==> src/rtl/serial_word_tx.sv <==
// serial_word_tx
// Parallel-in, serial-out transmitter. A SIZE-bit word is accepted on a
// valid/ready handshake and emitted one bit per cycle in which pace is high.
// The sd/sen pair feeds the serial-in side of a shift-register lane directly
// (sd -> d, sen -> en, dir held 0), so the receiver shifts in on the same
// rising edge that the transmitter advances.
//
// Ports:
//   clk            clock, rising edge
//   rst            asynchronous active-high reset
//   load_data      word to transmit
//   load_lsb_first bit order for this word (0 = MSB first, 1 = LSB first)
//   load_valid     word offered
//   load_ready     block can accept a word (IDLE and not in reset)
//   pace           bit-enable; one bit leaves per paced cycle while shifting
//   sd             serial data bit
//   sen            serial strobe, receiver samples sd on the same edge
//   last           high together with the final bit's strobe
//   busy           word in flight (SHIFT or DONE)
//   done           one-cycle pulse after the final bit
module serial_word_tx #(
    parameter int SIZE = 8,
    localparam int CW = $clog2(SIZE + 1)
) (
    input  logic            clk,
    input  logic            rst,
    input  logic [SIZE-1:0] load_data,
    input  logic            load_lsb_first,
    input  logic            load_valid,
    output logic            load_ready,
    input  logic            pace,
    output logic            sd,
    output logic            sen,
    output logic            last,
    output logic            busy,
    output logic            done
);

    typedef enum logic [1:0] {
        ST_IDLE  = 2'd0,
        ST_SHIFT = 2'd1,
        ST_DONE  = 2'd2
    } state_t;

    state_t          state_q, state_d;
    logic [SIZE-1:0] shreg_q, shreg_d;
    logic [CW-1:0]   count_q, count_d;
    logic            lsb_q, lsb_d;

    logic in_shift;

    // Next-state logic. The shift register always moves toward the bit that
    // is currently presented on sd, so the output tap stays fixed per word.
    always_comb begin
        state_d = state_q;
        shreg_d = shreg_q;
        count_d = count_q;
        lsb_d   = lsb_q;
        case (state_q)
            ST_IDLE: begin
                // load_ready is high whenever IDLE is observed at an edge
                if (load_valid) begin
                    shreg_d = load_data;
                    lsb_d   = load_lsb_first;
                    count_d = CW'(SIZE);
                    state_d = ST_SHIFT;
                end
            end
            ST_SHIFT: begin
                // pace low holds everything, so a stall neither drops nor
                // repeats a bit
                if (pace) begin
                    if (lsb_q) begin
                        shreg_d = {1'b0, shreg_q[SIZE-1:1]};
                    end else begin
                        shreg_d = {shreg_q[SIZE-2:0], 1'b0};
                    end
                    count_d = count_q - CW'(1);
                    if (count_q == CW'(1)) begin
                        state_d = ST_DONE;
                    end
                end
            end
            ST_DONE: begin
                state_d = ST_IDLE;
            end
            default: begin
                state_d = ST_IDLE;
            end
        endcase
    end

    always_ff @(posedge clk or posedge rst) begin
        if (rst) begin
            state_q <= ST_IDLE;
            shreg_q <= '0;
            count_q <= '0;
            lsb_q   <= 1'b0;
        end else begin
            state_q <= state_d;
            shreg_q <= shreg_d;
            count_q <= count_d;
            lsb_q   <= lsb_d;
        end
    end

    // Outputs are decoded straight from the state flops; only sen (and last,
    // which depends on it) follows pace combinationally, so the receiver
    // sees the strobe in the very cycle the transmitter advances.
    assign in_shift   = (state_q == ST_SHIFT);
    // Reset holds the FSM in IDLE, so ready is masked by rst explicitly.
    assign load_ready = (state_q == ST_IDLE) & ~rst;
    assign sd         = in_shift & (lsb_q ? shreg_q[0] : shreg_q[SIZE-1]);
    assign sen        = in_shift & pace;
    assign last       = sen & (count_q == CW'(1));
    assign busy       = (state_q != ST_IDLE);
    assign done       = (state_q == ST_DONE);

endmodule

==> config.mk <==
export PLATFORM = sky130hd
export DESIGN_NAME = serial_word_tx
export DESIGN_NICKNAME = d
export VERILOG_FILES = /design/src/rtl/serial_word_tx.sv
export SDC_FILE = /design/constraint.sdc
export NUM_CORES = 1
export LEC_CHECK = 0
export ABC_AREA = 1
export BUFFER_PORTS_ARGS = -buffer_cell sky130_fd_sc_hd__buf_2
export CORE_AREA = 2 2 46 48
export DETAILED_ROUTE_END_ITERATION = 7
export DIE_AREA = 0 0 48 50
export PLACE_DENSITY = 0.74
export SLEW_MARGIN = 20
export SYNTH_ARGS = -nofsm -noshare
export SYNTH_HDL_FRONTEND = slang
export SYNTH_SLANG_ARGS = --single-unit
==> constraint.sdc <==
create_clock -name clk -period 1.7 [get_ports clk]
set_input_delay 0.17 -clock clk [delete_from_list [all_inputs] [get_ports clk]]
set_output_delay 0.17 -clock clk [all_outputs]
set_load 0.01 [all_outputs]
======== Yosys cells after proc, flatten, opt, wreduce, memory -nomap -nowiden ========
Index checks and enable logic that the tools add are counted.
cells by class
  add/sub/neg operators ................... 1
  equality and inequality tests ........... 6
  bitwise gates (word level) .............. 5
  multiplexer cells ....................... 12
  reductions and logical operators ........ 6
operator list
  operator               count
  $mux W8                3
  $pmux W8 S2            1
  $mux W4                2
  $pmux W4 S2            1
  $mux W2                3
  $reduce_and A3 Y1      2
  $and A1 B1 Y1          4
  $eq A4 B1 Y1 const B   1
  $ne A2 B2 Y1 const B   2
  $pmux W2 S2            1
  $reduce_bool A2 Y1     2
  $sub A4 B1 Y4 const B  1
  $eq A2 B1 Y1 const B   1
  $eq A2 B2 Y1 const B   1
  $logic_not A2 Y1       1
  $ne A2 B1 Y1 const B   1
  $reduce_and A2 Y1      1
  $mux W1                1
  $not A1 Y1             1
storage, ports and cells
  register bits ........................... 15
  output and inout bits ................... 6

======== Logic depth before layout (Yosys ltp) ========
Gate-level depths: netlist (run 1).
  depth after elaboration ................. 4
  depth in mapped cells ................... 7

======== Least setup slack after synthesis (run 1) ========
No wires, ideal clock.
  path type ............................... register to output
  start ................................... register state_q[1]
  end ..................................... output port last
  arrival ................................. 926 ps
  stages on the path, launching flop included .. 5
  required time ........................... 1530 ps
  path slack .............................. 604 ps
  buffers on the path ..................... 1
  cells stage by stage .................... dfrtp_1 > inv_2 > nand2_1 > buf_4 > nor2_1
between the ends
  longest elaborated chain between the ends .. 3
ends and longest elaborated chain
  what                      line  RTL
  start: declaration        45    state_t state_q, state_d;
  start signal: assignment  100   state_q <= state_d;
  $eq A2 B1 Y1              110   assign in_shift = (state_q == ST_SHIFT);
  $and A1 B1 Y1             114   assign sen = in_shift & pace;
  $and A1 B1 Y1             115   assign last = sen & (count_q == CW'(1));
  end: declaration          34    output logic last,
No other way between the ends.

======== Worst setup path after layout (run 1) ========
  start ................................... register state_q[0]
  end ..................................... output port sd
between the ends
  longest elaborated chain between the ends .. 2
ends and longest elaborated chain
  what              line  RTL
  $eq A2 B1 Y1      110
  $and A1 B1 Y1     113   assign sd = in_shift & (lsb_q ? shreg_q[0] : shreg_q[SIZE-1]);
  end: declaration  32    output logic sd,
No other way between the ends.

==> metrics.txt, run 1 <==
outcome complete, no violations; detailed-route DRC error count 0; vias per cell 4.644; Initial Util 0.4678; Worst slew margin 0.6003; CTS tree built; Net Sw Power 0.8185 mW; max cap viols 0; Core ar. 1902 um2; via count 822; Post-CTS Setup Inserts 0; Post-Syn Area 889.6 um2; GRT overflow 0; first-pass GRT wire length 2.980 mm; worst hold-check path type in -> reg; Die Y 50 um; Mapped Avg Cell Area 6.843 um2; root buf cell clkbuf_4; gr usage total 0.1741; remaining antenna violation count after routing 0; Period Utilization, post-route 0.9029; combinational power share 0.516; sequential share of power 0.365; die width 48 um; Data arrival, critical path 1360 ps; H-tree depth 1; vias in the first global route 663; routed len/inst 10.30 um; Setup CP Type reg -> out; VDD IR max 0.7363 mV; gpl congestion 0.8061; Worst-Margin Slew 598.9 ps; Post-Layout Cell Count 177; number of clock sinks 15; post-placement cell count 172; sequential-to-total area share from yosys stat 0.4219; final setup violating endpoints 0; Pint 0.9255 mW; post-layout instance area 1028 um2; clk_lat worst skew 280 ps; Yosys Warn Count 0; nets@finish 166; Synth area leader dfrtp_1; Tmin final 1535 ps; CTS max path bufs 2; WP data required 1530 ps; largest cells by area after synthesis dfrtp_1 42%, nand2_1 26%, inv_1 5.9%, nand3_1 5.1%, nor2_1 3.8%; DRT Wirelength 1.823 mm; Leak 0.6109 nW; Pre-antenna DRT Iters 5; TritonCTS buffer count 3; CP Capture Type primary output; final setup skew 0.5640 ps; Synth top area share 0.4219; HPWL after DPL 1.293 mm; layout cells sized above 1 0.2000; P per Cell Area 1696 nW/um2; Placement Cell Area 989.7 um2; Buffers on Ports 18; ant diodes 0; clock share of power 0.119; crit path max fanout 9; Net Sw Frac 0.4693; Net Count, Synth 145; Die ar. 2400 um2; commonest non-fill, non-tap cells in the layout 61 x nand2_1, 18 x buf_2, 15 x dfrtp_1, 14 x inv_1; largest net degree at the start of global routing 16; # IOs 19; Fin Setup TNS 0 ps; FMAX 0.6515 GHz; commonest non-fill, non-tap cell in the layout nand2_1; antenna violations before repair 0; Final Hold Vio Count 0; Final Max Tran Viols 0; row cnt 16; Syn Inst Count 130; RSZ-0062 raised after global routing false; number of synthesized register bits 15; Worst-path clk slew 90 ps; distinct cell type count after synthesis 17; DRT iter0 DRCs 19; area grow syn2layout 15.61%; kind of start point of the critical path register
==> kinds of logic after synthesis <==
logic type / Yosys count / share of synthesized area
xor+xnor: 1 / 0.009847
flops: 15 / 0.4219
compound gates: 8 / 0.04922
buf+inv: 20 / 0.09845
fa+ha+maj: 2 / 0.02812
simple gates: 84 / 0.3924
==> per-layer routing <==
| layer | vias up | track usage | wire length [um] |
|---|---|---|---|
| li1 | 435 | - | - |
| met1 | 358 | 0.2506 | 906 |
| met2 | 25 | 0.2444 | 800 |
| met3 | 4 | 0.03297 | 77 |
| met4 | 0 | 0.08108 | 39 |
| met5 | - | 0 | 0 |
==> registers in the layout, indices dropped and copies added, names as in the netlist <==
register and count:
shreg_q 8, count_q 4, state_q 2, lsb_q 1
==> path summary, 6_finish.rpt <==
check | cells after the start | slack (ps) | start | endpoint
setup / recovery | 5 | 170 | state_q[0] | sd
hold / removal | 3 | 140 | load_lsb_first | lsb_q
setup reg to reg | 6 | 390 | state_q[0] | shreg_q[3]
hold reg to reg | 2 | 480 | shreg_q[4] | shreg_q[4]
max in group asynchronous | 3 | 820 | rst | shreg_q[5]
min in group asynchronous | 3 | 500 | rst | state_q[0]
==> Yosys cell counts <==
| cell type | count |
|---|---|
| nor2_4 | 1 |
| inv_1 | 14 |
| xor2_1 | 1 |
| o21ai_0 | 5 |
| buf_2 | 1 |
| dfrtp_1 | 15 |
| o21ai_2 | 1 |
| buf_6 | 1 |
| nand2_2 | 1 |
| ha_1 | 2 |
| nand2_1 | 62 |
| nor2_1 | 9 |
| nand3_2 | 2 |
| a21oi_1 | 2 |
| buf_4 | 1 |
| inv_2 | 3 |
| nand3_1 | 9 |
==> worst max-delay path, stage by stage (launching register included) <==
cell and delay (ps):
dfrtp_1 430, inv_2 80, nor2_4 200, o21ai_0 120, a21oi_1 110, buf_2 140
==> final cells by class <==
class	count	area, um2
Clock buffer	4	26.28
Multi-Input combinational cell	95	429.2
Timing Repair Buffer	19	100.1
Tap cell	27	33.78
Fill cell	202	873.3
Inverter	17	63.81
Sequential cell	15	375.4
==> stage by stage <==
stage                     hold slack [ps]  utilization  power [mW]  setup slack, ps
after floorplan                     71.48            -       1.354            603.8
after global placement              260.8       0.5204       1.516            421.1
after detailed placement            276.5       0.5204       1.538            408.4
after CTS                           148.2       0.5395       1.751            95.62
after global routing                152.9       0.5408       1.938            95.26
final                               143.1       0.5408       1.744            165.1
==> repair_timing <==
item                                    CTS  global route
hold endpoints to repair                 15             0
hold buffers                              1             0
gates resized for setup                   0             1
endpoints found under the setup margin    0             1
==> power by group through the flow <==
stage	clock network (mW)	registers (mW)	logic [mW]
CTS	0.213	0.635	0.903
finish	0.207	0.637	0.900
global placement	0	0.644	0.872
global route	0.222	0.662	1.05
detailed placement	0	0.642	0.896
floorplan	0	0.593	0.761
Note: power is estimated with default switching activity, not from simulation.
==> run 2, diff against run 1 <==
- SETUP_SLACK_MARGIN: unset -> 0.2
==> metrics.txt, run 2 (synthesized netlist as in run 1, its figures left out) <==
slowest cell delay on critical path 430 ps; Worst slew margin 0.6056; Period Utilization, post-route 0.8231; Worst-Margin Slew 590.9 ps; Reg2Reg Depth 6; Post-Layout Cell Count 178; worst path buffer plus inverter count 2; Data arrival, critical path 1230 ps; DR WL met2 835 um; max reg flops 8; gpl congestion 0.8061; row cnt 16; Fin Setup TNS 0 ps; ant diodes 0; first-pass GRT wire length 3.056 mm; PnR Total Power 1.791 mW; die width 48 um; TritonCTS buffer count 3; antenna violations before repair 0; P per Cell Area 1706 nW/um2; nets@finish 167; WP data required 1530 ps; root buf cell clkbuf_4; gr usage total 0.1790; vias per cell 4.652; Slowest-stage cell, CP dfrtp_2; CP Capture Type primary output; outcome complete, no violations; FMAX 0.7147 GHz; worst hold-check path type in -> reg; Buffers on Ports 18; M1 wire length 909 um; CTS tree built; Final Hold Vio Count 0; commonest non-fill, non-tap cells in the layout 61 x nand2_1, 18 x buf_2, 14 x dfrtp_1, 13 x inv_1; Met3 Wirelength 85 um; Worst-path clk slew 90 ps; final setup skew 0.5894 ps; setup slack after layout 300.8 ps; crit path max fanout 4; GRT overflow 0; routed len/inst 10.43 um; vias in the first global route 678; post-placement cell count 172; largest reg by FF count shreg_q; H-tree depth 1; via count 828; Tmin final 1399 ps; Setup CP Type reg -> out; remaining antenna violation count after routing 0; max cap viols 0; DRT Wirelength 1.857 mm; largest net degree at the start of global routing 16; VDD IR max 0.7399 mV; clk_lat worst skew 270 ps; number of clock sinks 15; DRT iter0 DRCs 20; area grow syn2layout 18.00%; Max Used Layer met4; HPWL after DPL 1.293 mm; Die ar. 2400 um2; Final Max Tran Viols 0; fillcell total 199; Pre-antenna DRT Iters 4; Placement Cell Area 989.7 um2; commonest non-fill, non-tap cell in the layout nand2_1; post-layout instance area 1050 um2; Leak 0.6137 nW; Initial Util 0.4678; final setup violating endpoints 0; Worst path top cell family by delay flip-flops; Die Y 50 um; RSZ-0062 raised after global routing false; Core ar. 1902 um2; layout cells sized above 1 0.2318; Largest regs shreg_q (8), count_q (4), state_q (2); CTS max path bufs 2; critical path depth 5; kind of start point of the critical path register; pre-CTS WS 408.4 ps; # IOs 19; detailed-route DRC error count 0; crit path cell chain inv_2 -> nor2_4 -> o21ai_0 -> a21oi_1 -> buf_2; Hold Path Depth 3
-- run 2: changes by cell type in the layout (fill, tap and decap cells not counted), sizes merged --
cell / before / now
buf: 18 / 19
-- run 2: layout make-up --
class	instances	area, um2	area share
Multi-Input combinational cell	95	441.7	0.4207
Sequential cell	15	376.6	0.3588
Timing Repair Buffer	20	107.6	0.1025
Inverter	17	63.81	0.06079
Tap cell	27	33.78	0.03218
Clock buffer	4	26.28	0.02503
-- run 2: timing repair --
action,CTS,global route
hold buffers,1,0
setup endpoints to repair,2,1
buffers inserted,1,0
pin swaps,1,1
gates resized for setup,1,5
endpoints found under the hold margin,15,0
-- run 2: path summary, 6_finish.rpt --
check | startpoint | endpoint | slack, ps
max | state_q[0] | sd | 300
min | load_lsb_first | lsb_q | 150
max in group asynchronous | rst | state_q[0] | 780
max reg2reg | state_q[0] | shreg_q[3] | 360
min in group asynchronous | rst | count_q[3] | 500
min reg2reg | shreg_q[4] | shreg_q[4] | 480
-- run 2: power breakdown --
part / total (mW) / leakage [nW] / internal [mW] / switching, mW
Sequential: 0.646 / 0.184 / 0.513 / 0.133
Clock: 0.202 / 0.0150 / 0.0909 / 0.111
Combinational: 0.943 / 0.415 / 0.349 / 0.594
Total: 1.79 / 0.614 / 0.953 / 0.838
-- run 2: through the flow --
step	util	hold WS (ps)
final	0.5520	153.5
after global routing	0.5520	152.9
after CTS	0.5447	148.2
after detailed placement	0.5204	276.5
after global placement	0.5204	260.8
after floorplan	-	71.48
-- run 2: worst reg2reg max path: cells and delay by family, from the launching register on --
| family | cells | cell delay (ps) |
|---|---|---|
| AND/OR/NAND/NOR | 4 | 530 |
| flip-flops | 1 | 460 |
| buffers and inverters | 2 | 240 |
-- run 2: layer usage --
metal | GRT usage | vias up
met5 | 0 | -
met4 | 0.08108 | 0
met3 | 0.03297 | 2
met2 | 0.2578 | 27
met1 | 0.2528 | 364
li1 | - | 435
